--- src/rtl/mux_serial_nx1.sv ---
// Serializes LANES parallel input lanes onto one WIDTH-bit output, one slot per clk_4f cycle.
// Optionally compacts the valid lanes to the front of each frame.
module mux_serial_nx1 #(
  parameter int unsigned WIDTH        = 8,
  parameter int unsigned LANES        = 4,
  parameter int unsigned SKIP_INVALID = 0
) (
  input  logic                       clk_4f,
  input  logic                       reset,
  input  logic [WIDTH*LANES-1:0]     Entrada,
  input  logic [LANES-1:0]           validEntrada,
  output logic [WIDTH-1:0]           Salida,
  output logic                       validsalida,
  output logic [$clog2(LANES)-1:0]   lane_sel,
  output logic                       frame_start
);

  localparam int unsigned SEL_W = $clog2(LANES);
  localparam int unsigned SP_W  = SEL_W + 1;

  logic [SEL_W-1:0] cnt;
  logic [SP_W-1:0]  sp;
  logic [WIDTH-1:0] shadow_data [LANES];
  logic [LANES-1:0] shadow_valid;

  logic [SP_W-1:0]  start_sp;
  logic             found;
  logic [SEL_W-1:0] pick;
  logic [SP_W-1:0]  nxt_sp;
  logic [SEL_W-1:0] nxt_sel;
  logic             nxt_valid;
  logic [WIDTH-1:0] nxt_data;

  // Slot selection from the shadow bank; the search restarts at lane 0 on slot 0.
  always_comb begin
    start_sp  = (cnt == '0) ? '0 : sp;
    found     = 1'b0;
    pick      = '0;
    nxt_sp    = '0;
    nxt_sel   = cnt;
    nxt_valid = 1'b0;
    for (int j = 0; j < int'(LANES); j++) begin
      if (!found && (SP_W'(j) >= start_sp) && shadow_valid[j]) begin
        found = 1'b1;
        pick  = SEL_W'(j);
      end
    end
    if (SKIP_INVALID != 0) begin
      nxt_valid = found;
      nxt_sel   = found ? pick : cnt;
      nxt_sp    = found ? (SP_W'(pick) + SP_W'(1)) : SP_W'(LANES);
    end else begin
      nxt_valid = shadow_valid[cnt];
      nxt_sel   = cnt;
    end
    nxt_data = nxt_valid ? shadow_data[nxt_sel] : '0;
  end

  // Slot counter, search pointer, shadow bank and registered outputs.
  always_ff @(posedge clk_4f) begin
    if (!reset) begin
      cnt          <= '0;
      sp           <= '0;
      shadow_valid <= '0;
      for (int i = 0; i < int'(LANES); i++) shadow_data[i] <= '0;
      Salida       <= '0;
      validsalida  <= 1'b0;
      lane_sel     <= '0;
      frame_start  <= 1'b0;
    end else begin
      cnt         <= cnt + SEL_W'(1);
      sp          <= nxt_sp;
      Salida      <= nxt_data;
      validsalida <= nxt_valid;
      lane_sel    <= nxt_sel;
      frame_start <= (cnt == '0);
      // Capture the next frame on the last slot; the current frame reads the old bank.
      if (cnt == SEL_W'(LANES - 1)) begin
        shadow_valid <= validEntrada;
        for (int i = 0; i < int'(LANES); i++) shadow_data[i] <= Entrada[i*WIDTH +: WIDTH];
      end
    end
  end

endmodule

--- config.mk ---
export PLATFORM = sky130hd
export DESIGN_NAME = mux_serial_nx1
export DESIGN_NICKNAME = d
export VERILOG_FILES = /design/src/rtl/mux_serial_nx1.sv
export SDC_FILE = /design/constraint.sdc
export NUM_CORES = 1
export LEC_CHECK = 0
export ABC_AREA = 1
export BUFFER_PORTS_ARGS = -buffer_cell sky130_fd_sc_hd__buf_2
export CORE_MARGIN = 3
export CORE_UTILIZATION = 50
export CTS_CLUSTER_DIAMETER = 80
export CTS_CLUSTER_SIZE = 12
export DETAILED_ROUTE_END_ITERATION = 7
export GPL_TIMING_DRIVEN = 0
export HOLD_SLACK_MARGIN = 0.1
export PLACE_DENSITY = 0.8
export SLEW_MARGIN = 20
export SYNTH_ARGS = -nofsm -noshare
export SYNTH_HDL_FRONTEND = slang
export SYNTH_SLANG_ARGS = --single-unit
--- constraint.sdc ---
create_clock -name clk_4f -period 4.45 [get_ports clk_4f]
set_input_delay 0.445 -clock clk_4f [delete_from_list [all_inputs] [get_ports clk_4f]]
set_output_delay 0.445 -clock clk_4f [all_outputs]
set_load 0.03 [all_outputs]
; After elaboration in Yosys (flattened, before gate mapping)
; Memory sizes are Yosys's and may differ from the RTL's. A register that Yosys moved wholly into a read port is not among the register bits.
; Index checks and enable logic that the tools add are counted.
[word_totals]
register_bits = 10
elab_cells = 26
out_inout_bits = 12
ram_bits = 32
mem_count = 1
input_bits = 38
[memory_table]
columns = memory, depth, word_bits, read_ports, rd_ports_with_merged_regs, wr, line
row1 = shadow_data, 4, 8, 1, 1, 4, 23  ; logic [WIDTH-1:0] shadow_data [LANES];
[classes]
n_reduce_logical = 3
magnitude_cmp = 1
n_eq_ne = 1
n_mux = 10
n_bitwise = 4
add_sub_neg = 1
[op_table]
columns = op, n
row1 = two-way mux 8 bit, 4
row2 = two-way mux 1 bit, 5
row3 = OR 1 bit, 4
row4 = < comparator 2 x 3 -> 1 bit (second input constant), 1
row5 = adder 2 x 1 -> 2 bit (second input constant), 1
row6 = binary-select mux 1 bit (select 2 bit), 1
row7 = == test 2 bit (second input constant), 1
row8 = logical NOT 2 bit, 1
row9 = AND reduction 2 bit, 1
row10 = logical NOT 1 bit, 1

; Longest topological paths before layout
[logic_depth]
depth_word = 5
mapped_depth = 7
depth_no_buf = 6

; Worst setup path before layout
; Ideal clock, no wire load.
[synth_path]
path_kind = register -> register
start = register cnt[0]
end = memory shadow_data[0][0] (enable)
t_arrival_ns = 1.104
path_slack_ns = 2.970
stages_incl_launch_ff = 3
period_less_slack_ns = 1.480
n_path_buf = 0
setup_time_ns = 0.376
required_ns = 4.074
path_cell_list = dfxtp_1 ha_1 or2_2
[synth_lines]
columns = item, line
row1 = start: declaration, 21  ; logic [SEL_W-1:0] cnt;
row2 = start signal: assignment, 71  ; cnt <= cnt + SEL_W'(1);
row3 = end: declaration, 23

==> metrics.md <==
| Metric | Value |
|---|---|
| Max IR drop VDD | roughly 190 µV |
| Layout area overhead | 19.08% |
| Family with the most delay on the worst path | simple AND/OR/NAND/NOR gates |
| CP max FO | 36 |
| Residual DRC count | 0 |
| CTS tree | built |
| Floorplan core area | 4115 µm² |
| Initial Util | 0.5339 |
| Synth Area per Inst | 8.354 µm² |
| Synth Instances | 263 |
| Synth Warn # | 0 |
| Worst Path Buf+Inv | 0 |
| PwrDens | between 300 and 400 nW/µm² |
| Sequential area share after synthesis | 0.6014 |
| Setup_tns | 0 ns |
| WP data required | 4.40 ns |
| Post-synth EDFFs | 32 |
| Worst path cell trace | ha_1 -> or2_2 |
| Critical path endpoint category | register |
| CP Class | register to register |
| Post-synth top area share | 0.4374 |
| Syn nets | around 300 |
| Final Non-Filler Cells | 370 |
| Status | completed |
| Clock sink count | 50 |
| CTS buffer count | 5 |
| Cell area after synthesis | 2197 µm² |
| Synth unique cells | 14 |
| Clk_lat worst skew | 0.31 ns |
| Die Area | 5226 µm² |
| Hold WS | roughly 0.36 ns |
| Pre-CTS setup slack | 2.678 ns |
| Layout cells sized above 1 | 0.2156 |
| Post-synth ARST share | 0 |
| Initial antenna violation count | 0 |
| Routed vias/inst | 4.473 |
| Post-CTS Setup Bufs | 0 |
| Top_reg_cell synth | edfxtp_1 |
| Hold_buf cts | 0 |
| Most frequent cell after synthesis | inv_1 |
| Final global-route overflow total | 0 |
| Post-cts repair resize count | 0 |
| Design Area, Final | 2616 µm² |
| Reg clk slew, reported paths | about 0.090 ns |
| Max-Cap Viols | 0 |
| GRT Overall Usage | 0.1772 |
| CP peak stage delay | around 0.70 ns |
| TritonRoute pass-1 iters | 4 |
| Count of state elements after synthesis | 50 |
| Root Driver | clkbuf_8 |
| Die Span X | 72.29 µm |
| Crit start category | register |
| CTS max path bufs | 2 |
| Max Fclk | 0.5729 GHz |
| # diodes | 0 |
| Final min period | around 1.7 ns |
| PortBufs | 49 |
| Final Wtd Congestion | approximately 0.8 |
| RSZ-0062 raised after global routing | no |
| Via count | 1655 |
| Routed wire length | between 4 and 5 mm |
| Slew HR | 0.4519 |
| Wire length per cell | around 11 µm |
| Synth area leaders | edfxtp_1, dfxtp_1, inv_1 |
| Inst Count DP | between 300 and 400 |
| Worst hold path type | primary input to register |
| DR iter-0 viols | 57 |
| Die height | 72.29 µm |
| Top-level I/O count | 50 |
| Clock skew | slightly below 0.005 ns |
| Final setup fails | 0 |
| Crit path DAT | 1.69 ns |
| Synth top cells by count | inv_1, nand2_1, nor2_1 |
| Hpwl dp | between 2 and 3 mm |
| Pin count of the biggest net entering global routing | 37 |
| Placed instance area | between 2000 and 3000 µm² |
| Cell taking the most area after synthesis | edfxtp_1 |
| Final Hold Vio Count | 0 |
| Vias in the first global route | between 1500 and 2000 |
| FP Rows | 23 |
| H-tree depth | 2 |
| Routed Antenna Nets | 0 |
| First-pass GRT wire length | a little over 7 mm |
| Count of pins over their slew limit | 0 |
| Layout net count | 359 |
| LEAKAGE | 1.458 nW |
| Period utilization | 0.3923 |
| Critical-path top delay cell | or2_2 |
| Worst-Margin Slew | 0.8222 ns |
| Final worst slack | around 2.7 ns |
-- flip-flops by register name (all words and copies together), names as in the netlist --
name	cells
shadow_data	32
Salida	8
shadow_valid	4
cnt	2
lane_sel	2
frame_start	1
validsalida	1
-- metal layers --
metal  up-vias  part of all wire  track usage
li1        873                 -            -
met1       731              0.42       0.1986
met2        44              0.51       0.3175
met3         7             0.062      0.04848
met4         0             0.012      0.06889
met5         -                 0            0
-- placed cells by master, fill, tap and decap left out, types with 2 or more instances in the layout --
cell type and count:
inv_1 82, buf_2 54, nand2_1 50, nor2_1 41, edfxtp_1 32, nand3_1 22
dfxtp_1 18, clkbuf_8 5, o21ai_0 4, inv_2 2, buf_4 2, ha_1 2
inv_6 2
-- per-stage QoR --
step / utilization / total power, W
2_1_floorplan: - / 0.0006187
3_3_place_gp: 0.6087 / 0.0006554
3_5_place_dp: 0.6087 / 0.0006604
4_1_cts: 0.6358 / 0.0009693
5_1_grt: 0.6358 / 0.001002
6_report: 0.6358 / 0.0009588
-- path summary, 6_finish.rpt --
check	cells after the start	slack, ns	from	to
worst max-delay path	2	2.70	cnt[0]$_SDFF_PN0_	shadow_data[2][3]$_SDFFCE_PN0P_
worst min-delay path	3	0.36	validEntrada[0]	shadow_valid[0]$_SDFFE_PN0N_
worst max register to register	2	2.70	cnt[0]$_SDFF_PN0_	shadow_data[2][3]$_SDFFCE_PN0P_
worst min register to register	2	0.49	shadow_valid[0]$_SDFFE_PN0N_	shadow_valid[0]$_SDFFE_PN0N_
-- where the power goes --
group          internal, W  switching, W  total [W]
clock             0.000149      0.000161   0.000310
sequential        0.000520    0.00000769   0.000528
combinational    0.0000432     0.0000778   0.000121
total             0.000713      0.000246   0.000959
-- tightest hold or removal path: cells and delay by family --
family / cells / cell delay, ns
buf+inv: 1 / 0.08
compound gates: 1 / 0.06
simple gates: 1 / 0.05
-- final cells by class --
cell class / instances / area, µm²
Fill cell: 356 / 1499
Sequential cell: 50 / 1321
Multi-Input combinational cell: 121 / 509.2
Inverter: 84 / 315.3
Timing Repair Buffer: 49 / 245.2
Clock buffer: 6 / 93.84
Tap cell: 50 / 62.56
Buffer: 8 / 51.30
Clock inverter: 2 / 17.52
-- cells by family (layout without fill, tap and decap cells) --
logic type               Yosys count  count (layout)  share of synthesized area
AO/OA/AOI/OAI                      4               4                   0.009112
adder cells (fa/ha/maj)            2               2                    0.01139
buffers and inverters             92             149                     0.1669
flip-flops                        50              50                     0.6014
AND/OR/NAND/NOR                  115             115                     0.2113
Note: power is estimated with default switching activity, not from simulation.
